**config.mk**
```make
export PLATFORM = sky130hd
export DESIGN_NAME = bitstream_serializer_flat
export DESIGN_NICKNAME = d
export VERILOG_FILES = /design/src/rtl/bitstream_serializer_if.sv /design/src/rtl/bitstream_serializer.sv /design/src/flat_wrapper.sv
export SDC_FILE = /design/constraint.sdc
export NUM_CORES = 1
export LEC_CHECK = 0
export BUFFER_PORTS_ARGS = -buffer_cell sky130_fd_sc_hd__clkbuf_2
export CORE_ASPECT_RATIO = 1.1
export CORE_UTILIZATION = 50
export DETAILED_ROUTE_END_ITERATION = 10
export HOLD_SLACK_MARGIN = 0.05
export PLACE_DENSITY = 0.72
export SLEW_MARGIN = 10
export SYNTH_ARGS = -nofsm -noshare
export SYNTH_HDL_FRONTEND = slang
export SYNTH_SLANG_ARGS = --single-unit
```
**constraint.sdc**
```tcl
create_clock -name clk -period 3.96 [get_ports clk]
set_input_delay 0.396 -clock clk [delete_from_list [all_inputs] [get_ports clk]]
set_output_delay 0.396 -clock clk [all_outputs]
set_load 0.1 [all_outputs]
```
**src/rtl/bitstream_serializer_if.sv**
```systemverilog
// Word-in / bit-out bundle between a word producer and the serializer.
// The serializer takes the slave view; the producer or bench takes the master view.
interface bitstream_serializer_if #(
    parameter int WIDTH = 8
);
    logic [WIDTH-1:0] din;
    logic             din_valid;
    logic             din_ready;
    logic             out;
    logic             out_valid;
    logic             word_done;
    logic             busy;

    modport master (
        output din, din_valid,
        input  din_ready, out, out_valid, word_done, busy
    );

    modport slave (
        input  din, din_valid,
        output din_ready, out, out_valid, word_done, busy
    );
endinterface

```
**src/rtl/bitstream_serializer.sv**
```systemverilog
// Parallel-to-serial front end for the bit-serial detectors. A one-word holding
// register lets consecutive words leave with no idle bit between them.
module bitstream_serializer #(
    parameter int WIDTH     = 8,
    parameter bit MSB_FIRST = 1'b1,
    parameter bit IDLE_BIT  = 1'b0
) (
    input  logic                          clk,
    input  logic                          rst,
    bitstream_serializer_if.slave         bus
);
    localparam int CW      = (WIDTH > 1) ? $clog2(WIDTH) : 1;
    localparam int OUT_IDX = MSB_FIRST ? WIDTH - 1 : 0;
    localparam logic [CW-1:0] LAST = CW'(WIDTH - 1);

    typedef enum logic {IDLE, SHIFT} state_t;

    state_t           state_reg, state_next;
    logic [WIDTH-1:0] sreg_reg, sreg_next;
    logic [WIDTH-1:0] pend_reg, pend_next;
    logic             pend_full_reg, pend_full_next;
    logic [CW-1:0]    cnt_reg, cnt_next;
    logic [WIDTH-1:0] shifted;
    logic             xfer;

    // Shift one position toward whichever end feeds out; the vacated end fills with 0.
    for (genvar gi = 0; gi < WIDTH; gi++) begin : g_shift
        if (MSB_FIRST) begin : g_msb
            if (gi == 0) begin : g_fill
                assign shifted[gi] = 1'b0;
            end else begin : g_move
                assign shifted[gi] = sreg_reg[gi-1];
            end
        end else begin : g_lsb
            if (gi == WIDTH - 1) begin : g_fill
                assign shifted[gi] = 1'b0;
            end else begin : g_move
                assign shifted[gi] = sreg_reg[gi+1];
            end
        end
    end

    assign bus.din_ready = rst & ~pend_full_reg;
    assign xfer          = bus.din_valid & bus.din_ready;

    assign bus.out_valid = (state_reg == SHIFT);
    assign bus.out       = bus.out_valid ? sreg_reg[OUT_IDX] : IDLE_BIT;
    assign bus.word_done = bus.out_valid & (cnt_reg == LAST);
    assign bus.busy      = bus.out_valid | pend_full_reg;

    always_comb begin
        state_next     = state_reg;
        sreg_next      = sreg_reg;
        pend_next      = pend_reg;
        pend_full_next = pend_full_reg;
        cnt_next       = cnt_reg;
        case (state_reg)
            IDLE: begin
                if (xfer) begin
                    sreg_next  = bus.din;
                    cnt_next   = '0;
                    state_next = SHIFT;
                end
            end
            SHIFT: begin
                if (cnt_reg != LAST) begin
                    sreg_next = shifted;
                    cnt_next  = cnt_reg + 1'b1;
                    if (xfer) begin
                        pend_next      = bus.din;
                        pend_full_next = 1'b1;
                    end
                end else if (pend_full_reg) begin
                    // Held word goes next so FIFO order survives a same-edge arrival.
                    sreg_next = pend_reg;
                    cnt_next  = '0;
                    if (xfer) begin
                        pend_next = bus.din;
                    end else begin
                        pend_full_next = 1'b0;
                    end
                end else if (xfer) begin
                    sreg_next = bus.din;
                    cnt_next  = '0;
                end else begin
                    cnt_next   = '0;
                    state_next = IDLE;
                end
            end
            default: state_next = IDLE;
        endcase
    end

    always_ff @(posedge clk) begin
        if (!rst) begin
            state_reg     <= IDLE;
            sreg_reg      <= '0;
            pend_reg      <= '0;
            pend_full_reg <= 1'b0;
            cnt_reg       <= '0;
        end else begin
            state_reg     <= state_next;
            sreg_reg      <= sreg_next;
            pend_reg      <= pend_next;
            pend_full_reg <= pend_full_next;
            cnt_reg       <= cnt_next;
        end
    end
endmodule

```
**src/flat_wrapper.sv**
```systemverilog
// flat-port wrapper written by rule: the top's interface ports become plain ports
module bitstream_serializer_flat 
#(
    parameter int WIDTH     = 8,
    parameter bit MSB_FIRST = 1'b1,
    parameter bit IDLE_BIT  = 1'b0
)
  (clk, rst, bus_din, bus_din_valid, bus_din_ready, bus_out, bus_out_valid, bus_word_done, bus_busy);
  bitstream_serializer_if #(.WIDTH(WIDTH)) bus_i ();
  input  logic clk;
  input  logic rst;
  input wire logic [$bits(bus_i.din)-1:0] bus_din;
  input wire logic [$bits(bus_i.din_valid)-1:0] bus_din_valid;
  output wire logic [$bits(bus_i.din_ready)-1:0] bus_din_ready;
  output wire logic [$bits(bus_i.out)-1:0] bus_out;
  output wire logic [$bits(bus_i.out_valid)-1:0] bus_out_valid;
  output wire logic [$bits(bus_i.word_done)-1:0] bus_word_done;
  output wire logic [$bits(bus_i.busy)-1:0] bus_busy;
  assign bus_i.din = bus_din;
  assign bus_i.din_valid = bus_din_valid;
  assign bus_din_ready = bus_i.din_ready;
  assign bus_out = bus_i.out;
  assign bus_out_valid = bus_i.out_valid;
  assign bus_word_done = bus_i.word_done;
  assign bus_busy = bus_i.busy;
  bitstream_serializer #(.WIDTH(WIDTH), .MSB_FIRST(MSB_FIRST), .IDLE_BIT(IDLE_BIT)) u_core (.clk(clk), .rst(rst), .bus(bus_i));
endmodule
```
# Word-level counts from Yosys, hierarchy flattened

Index checks and enable logic that the tools add are counted.

Bitwise logic cells: 6
Add/subtract/negate cells: 1
Eq/ne operators: 4
Reduce and logical (&&, ||, !) cells: 3
Muxes and demuxes: 18

Operator list:

| kind                                          | count |
|---|---|
| 2-to-1 mux 8 bit                              | 6 |
| one-hot mux 8 bit (2 select lines)            | 1 |
| 2-to-1 mux 1 bit                              | 7 |
| 2-to-1 mux 3 bit                              | 2 |
| one-hot mux 3 bit (2 select lines)            | 1 |
| != test 2 x 1 -> 1 bit, second input constant | 2 |
| AND reduction 2 bit                           | 2 |
| adder 3 x 1 -> 3 bit, second input constant   | 1 |
| AND 1 bit                                     | 3 |
| equality test 3 bit, second input constant    | 1 |
| != test 3 bit, second input constant          | 1 |
| NOT 1 bit                                     | 2 |
| one-hot mux 1 bit (2 select lines)            | 1 |
| nonzero test 2 bit                            | 1 |
| OR 1 bit                                      | 1 |

Output and inout bits: 5
Register bits after elaboration: 21
Input bits: 11

# Longest topological paths before layout

Gate-level depths: netlist of the first run.

Depth in word-level cells: 7
Gate-level depth with buffers: 7
Gate-level depth less buffers: 5

# Least setup slack after synthesis of the first run

No wires, ideal clock.

Path kind: input to output
Start point: in rst
End point: out bus_din_ready
Buffers on the path: 2
Setup slack: 1.418 ns
Data arrival time: 2.146 ns
Stages: 3
Required time: 3.564 ns
Path through: buf_6 -> clkbuf_1 -> nor2b_1

Word-level cells in the longest chain between the ends: 1

RTL lines:

| what            | RTL line                   | source |
|---|---|---|
| start, declared | flat_wrapper.sv:11         | `input logic rst;` |
| AND 1 bit       | bitstream_serializer.sv:43 | `assign bus.din_ready = rst & ~pend_full_reg;` |
| end, declared   | flat_wrapper.sv:14         | `output wire logic [$bits(bus_i.din_ready)-1:0] bus_din_ready;` |

No other way between the ends.

# Final worst setup path of the first run

Start point: reg u_core.cnt_reg[0]
End point: out bus_word_done

Word-level cells in the longest chain between the ends: 2

RTL lines:

| what                   | RTL line                    | source |
|---|---|---|
| start, declared        | bitstream_serializer.sv:22  | `logic [CW-1:0] cnt_reg, cnt_next;` |
| start signal, assigned | bitstream_serializer.sv:106 | `cnt_reg <= cnt_next;` |
| equality test 3 bit    | bitstream_serializer.sv:48  | `assign bus.word_done = bus.out_valid & (cnt_reg == LAST);` |
| AND 1 bit              | bitstream_serializer.sv:48  |  |
| end, declared          | flat_wrapper.sv:17          | `output wire logic [$bits(bus_i.word_done)-1:0] bus_word_done;` |

No other way between the ends.

==> summary.md, run 1 <==
| Metric | Value |
|---|---|
| Ys Warns | `0` |
| # diodes | `0` |
| Initial Utilization | `0.552` |
| # resized after CTS | `0` |
| Post-layout util | `0.596` |
| CP endpoint kind | `output pin` |
| Int Power | `286 uW` |
| Crit path max fanout | `12` |
| Clk sinks | `21` |
| Rel. slew slack | `0.644` |
| Core Box Area | `roughly 0.0018 mm^2` |
| Dpl cells | `roughly 150` |
| Via/cell ratio | `between 5 and 6` |
| Post-DP HPWL | `1400 um` |
| Worst vdd ir | `211 uV` |
| Port buffer count | `15` |
| Deepest level of the CTS H-tree | `1` |
| Most common cell on crit path | `ha_1` |
| Final hold violation count | `0` |
| Layout cells sized above 1 | `0.211` |
| Yosys top cell by area | `dfxtp_1` |
| Chip height | `49.3 um` |
| Worst EP arrival | `about 1900 ps` |
| Clk Latency, worst-skew pair | `300 ps` |
| Final period util | `0.585` |
| Hold-fix buffers, CTS | `0` |
| Post-synth cell types | `27` |
| Leading post-synthesis cells by cell area | `dfxtp_1 (41%), mux2i_1 (7.9%), nand3_1 (5.4%)` |
| Pleak | `between 0.0004 and 0.0005 uW` |
| Dpl ws | `just under 2000 ps` |
| Power Density | `373 mW/mm^2` |
| Critical setup path kind | `register to output pin` |
| Seq pwr share | `0.573` |
| Final ANT Viol Nets | `0` |
| Net Sw Frac | `0.302` |
| Slew Limit Fails | `0` |
| Worst path required time | `3560 ps` |
| CTS tree | `built` |
| Clock root cell | `clkbuf_4` |
| Register area share after synthesis | `0.413` |
| Non-filler cells, final | `150` |
| Initial DRC Count | `8` |
| Power share of the clock group | `0.246` |
| WL/cell | `13.3 um` |
| Ports | `16` |
| Total power | `409 uW` |
| Commonest non-fill, non-tap cells in the layout | `dfxtp_1 (21), clkbuf_2 (15), nand2_1 (11), nand3_1 (11)` |
| Die Footprint | `0.00222 mm^2` |
| Most common cell after layout, fill and taps aside | `dfxtp_1` |
| Reg clk slew, reported paths | `approximately 120 ps` |
| Area Growth Syn to Fin | `7.87%` |
| Hold crit path type | `primary input to register` |
| Yosys reg bits | `21` |
| Psw | `123 uW` |
| Status | `completed` |
| Gr usage total | `0.200` |
| Num CTS Buffers | `3` |
| Setup violators final | `0` |
| Vias | `832` |
| Initial antenna violation count | `0` |
| Synthesized cell area | `0.00102 mm^2` |
| Comb pwr share | `0.181` |
| DR pass1 iterations | `6` |
| Tmin final | `about 2300 ps` |
| Floorplan row count | `16` |
| Peak Freq | `0.431 GHz` |
| CP peak stage delay | `440 ps` |
| Synthesized area per cell | `~9.1 um^2` |
| Clock buffer depth | `2` |
| Worst-Margin Slew | `537 ps` |
| RSZ-0062 raised after global routing | `no` |
| Fillers | `204` |
| Max Cap Viol | `0` |
| Largest net degree at the start of global routing | `18` |
| GR Overflow Total | `0` |
| Gp weighted congestion | `0.731` |
| Clk_skew | `~7.1 ps` |
| Crit-path cells | `ha_1, ha_1, nand2_1, inv_1, clkbuf_2` |
| Cells after synthesis | `~110` |
| Number of global-route vias before repair | `765` |
| CP max stage cell | `clkbuf_2` |
| Post-CTS setup buffer count | `0` |
| Final worst slack | `1640 ps` |
| Final nets | `137` |
| Total Routed Length | `2000 um` |
| First-pass GRT wire length | `~3300 um` |
| # DRC | `0` |
| Post-synth top area share | `0.413` |
| CP Launch Type | `register` |
| Setup TNS | `0 ps` |
| Die X | `45.0 um` |
| Synthesized Nets | `125` |
-- layer usage --
layer	share of wire	wire, um	GRT usage	up-vias
li1	-	-	-	419
met1	0.47	937	0.255	395
met2	0.49	989	0.329	14
met3	0.022	44	0.0333	4
met4	0.015	30	0.0758	0
met5	0	0	0	-
-- layout make-up --
type	count	area [um^2]	area share
Multi-Input combinational cell	80	529	0.482
Sequential cell	21	420	0.383
Timing Repair Buffer	15	75.1	0.0684
Tap cell	27	33.8	0.0308
Clock buffer	3	22.5	0.0205
Inverter	3	11.3	0.0103
Clock inverter	1	5.00	0.00456
-- worst max-delay path, delay by kind of cell (launching register included) --
family	cells	cell delay [ps]
adders and majority gates	2	570
buffers and inverters	2	520
DFF	1	360
and+or+nand+nor	1	160
-- cells by family (layout without fill, tap and decap cells) --
family / Yosys count / after routing / synth area share
adders and majority gates: 2 / 2 / 0.0246
AOI/OAI and AO/OA: 28 / 28 / 0.159
buffers and inverters: 11 / 22 / 0.0664
and+or+nand+nor: 41 / 41 / 0.244
muxes: 9 / 9 / 0.0935
DFF: 21 / 21 / 0.413
-- power by group through the flow --
| stage | clock network, uW | logic [uW] | registers (uW) |
|---|---|---|---|
| 6_report | 101 | 74.0 | 234 |
| 5_1_grt | 114 | 80.2 | 236 |
| 4_1_cts | 103 | 74.3 | 234 |
| 3_5_place_dp | 0 | 74.1 | 239 |
| 3_3_place_gp | 0 | 72.9 | 238 |
| 2_1_floorplan | 0 | 60.8 | 239 |
-- stage by stage --
stage	cell area (um^2)	hold WS, ps
after floorplan	1020	431
after global placement	1070	444
after detailed placement	1070	457
after CTS	1100	325
after global routing	1100	331
final	1100	325
-- Yosys cell counts (all sizes together) --
cell type / number
nand2: 12
ha: 2
a21oi: 8
nand3: 11
a21boi: 3
mux2: 1
nor2: 1
o21ai: 9
and3: 7
nor3: 1
and2: 3
inv: 3
or3: 1
dfxtp: 21
clkbuf: 2
buf: 6
nand2b: 1
mux2i: 8
o22ai: 8
or2: 1
and4b: 1
nor2b: 2
-- worst paths after layout --
check / start / to / slack [ps] / cells after the start
setup / recovery: u_core.cnt_reg[0] / bus_word_done / 1640 / 5
hold / removal: bus_din[2] / u_core.pend_reg[2] / 320 / 3
setup reg to reg: u_core.cnt_reg[0] / u_core.pend_reg[0] / 2250 / 4
hold reg to reg: u_core.pend_reg[1] / u_core.pend_reg[1] / 470 / 2
(Power assumes the default switching activity.)
==> run 2: changes to the inputs <==
CORE_UTILIZATION = 49   (was 50)
PLACE_DENSITY = 0.73   (was 0.72)
clock period = 2 ns   (was 3.96 ns; I/O delays follow)
==> run 2 against run 1 <==
Net effect: flip-flop and latch count unchanged; critical path depth unchanged; clock-buffer cell count unchanged; hold slack worse by 210 ps; clock power up 110%; total power up 100%; critical path type unchanged; critical endpoint unchanged; largest cell class unchanged; largest power group unchanged.
==> summary.md, run 2 (synthesis gave the netlist of run 1 again) <==
| Metric | Value |
|---|---|
| Setup violators final | `0 (unchanged)` |
| Initial antenna violation count | `0 (unchanged)` |
| Clock buffer depth | `2 (unchanged)` |
| Clk Latency, worst-skew pair | `320 ps (was 300 ps)` |
| Max Cap Viol | `0 (unchanged)` |
| Crit path max fanout | `12 (unchanged)` |
| Gr usage total | `0.215 (was 0.200)` |
| GR Overflow Total | `0 (unchanged)` |
| Number of global-route vias before repair | `729 (was 765)` |
| RSZ-0062 raised after global routing | `no (unchanged)` |
| Die Footprint | `0.00226 mm^2 (was 0.00222 mm^2)` |
| Most common cell after layout, fill and taps aside | `dfxtp_1 (unchanged)` |
| Design Area, Final | `0.00112 mm^2 (was 0.00110 mm^2)` |
| Slew Limit Fails | `0 (unchanged)` |
| Ports | `16 (unchanged)` |
| Die X | `45.4 um (was 45.0 um)` |
| Area Growth Syn to Fin | `10.1% (was 7.87%)` |
| Peak Freq | `approximately 0.56 GHz` |
| Post-DP HPWL | `1430 um (was 1400 um)` |
| # DRC | `0 (unchanged)` |
| Worst EP arrival | `1590 ps (was 1920 ps)` |
| Dpl cells | `146 (unchanged)` |
| Worst path required time | `1800 ps (was 3560 ps)` |
| Core Box Area | `0.00186 mm^2 (was 0.00184 mm^2)` |
| Vias | `827 (was 832)` |
| Floorplan row count | `16 (unchanged)` |
| Final nets | `137 (unchanged)` |
| Tmin final | `1790 ps` |
| Initial Utilization | `0.546 (was 0.552)` |
| Initial DRC Count | `10 (was 8)` |
| Worst-Margin Slew | `539 ps (was 537 ps)` |
| Non-filler cells, final | `150 (unchanged)` |
| # diodes | `0 (unchanged)` |
| Deepest level of the CTS H-tree | `1 (unchanged)` |
| Layout cells sized above 1 | `0.244 (was 0.211)` |
| Total Routed Length | `2010 um (was 2000 um)` |
| Clk sinks | `21 (unchanged)` |
| # resized after CTS | `0 (unchanged)` |
| Final hold violation count | `0 (unchanged)` |
| Hold-fix buffers, CTS | `0 (unchanged)` |
| WL/cell | `13.4 um (was 13.3 um)` |
| Clock root cell | `clkbuf_4 (unchanged)` |
| Final ANT Viol Nets | `0 (unchanged)` |
| First-pass GRT wire length | `3440 um (was 3350 um)` |
| Clk_skew | `1.81 ps (was 7.15 ps)` |
| Critical setup path kind | `register to output pin (unchanged)` |
| Post-CTS setup buffer count | `0 (unchanged)` |
| Rel. slew slack | `0.642 (was 0.644)` |
| Reg clk slew, reported paths | `120 ps (about the same)` |
| Status | `completed (unchanged)` |
| Chip height | `49.8 um (was 49.3 um)` |
| Port buffer count | `15 (unchanged)` |
| Pleak | `0.000482 uW (was 0.000480 uW)` |
| CP Launch Type | `register (unchanged)` |
| Hold crit path type | `primary input to register (unchanged)` |
| Num CTS Buffers | `3 (unchanged)` |
| Setup TNS | `0 ps (unchanged)` |
| Commonest non-fill, non-tap cells in the layout | `dfxtp_1 (20), clkbuf_2 (14), nand2_1 (11), nand3_1 (11) (was dfxtp_1 (21), clkbuf_2 (15), nand2_1 (11), nand3_1 (11))` |
| Gp weighted congestion | `0.783 (was 0.731)` |
| Worst vdd ir | `478 uV (was 211 uV)` |
| CTS tree | `built (unchanged)` |
| Via/cell ratio | `5.51 (was 5.55)` |
| Final period util | `0.896` |
| CP endpoint kind | `output pin (unchanged)` |
| DR pass1 iterations | `4 (was 6)` |
| DP Area | `0.00109 mm^2 (was 0.00107 mm^2)` |
| Power Density | `735 mW/mm^2 (was 373 mW/mm^2)` |
| Largest net degree at the start of global routing | `18 (unchanged)` |
==> run 2: routing by layer <==
layer	GRT usage	wire length [um]	part of all wire
met1	0.306	954	0.47
met2	0.281	918	0.46
met3	0.0549	79	0.039
met4	0.136	58	0.029
met5	0	0	0
==> run 2: worst paths after layout <==
| kind | endpoint | depth (start not counted) | slack, ps | startpoint |
|---|---|---|---|---|
| min | u_core.pend_reg[5] | 3 | 110 | bus_din[5] |
| max | bus_word_done | 5 | 210 | u_core.cnt_reg[0] |
| max reg2reg | u_core.pend_reg[0] | 4 | 420 | u_core.cnt_reg[0] |
| min reg2reg | u_core.pend_reg[1] | 2 | 460 | u_core.pend_reg[1] |
==> run 2: worst max-delay path, cell delays in order (launching register included) <==
cell and delay, ps:
dfxtp_1 370, ha_1 160, ha_2 320, nand2_1 130, inv_1 120, buf_12 180
==> run 2: per-stage QoR <==
stage          hold WS (ps)  setup WS (ps)   util  power [uW]
5_1_grt                 107           93.4  0.601         864
3_5_place_dp            447            330  0.585         620
4_1_cts                 111           63.5  0.600         831
6_report                115            208  0.601         823
3_3_place_gp            445            384  0.585         617
2_1_floorplan           330            260      -         595
==> run 2: cell type report <==
| class | count | area, um^2 |
|---|---|---|
| Clock buffer | 3 | 22.5 |
| Tap cell | 27 | 33.8 |
| Fill cell | 169 | 742 |
| Clock inverter | 1 | 5.00 |
| Inverter | 3 | 11.3 |
| Sequential cell | 21 | 422 |
| Multi-Input combinational cell | 80 | 536 |
| Timing Repair Buffer | 15 | 90.1 |
==> run 2: report_power, final <==
group	switching, uW	internal [uW]
clock	138	75.0
sequential	20.9	443
combinational	97.3	49.2
total	256	567
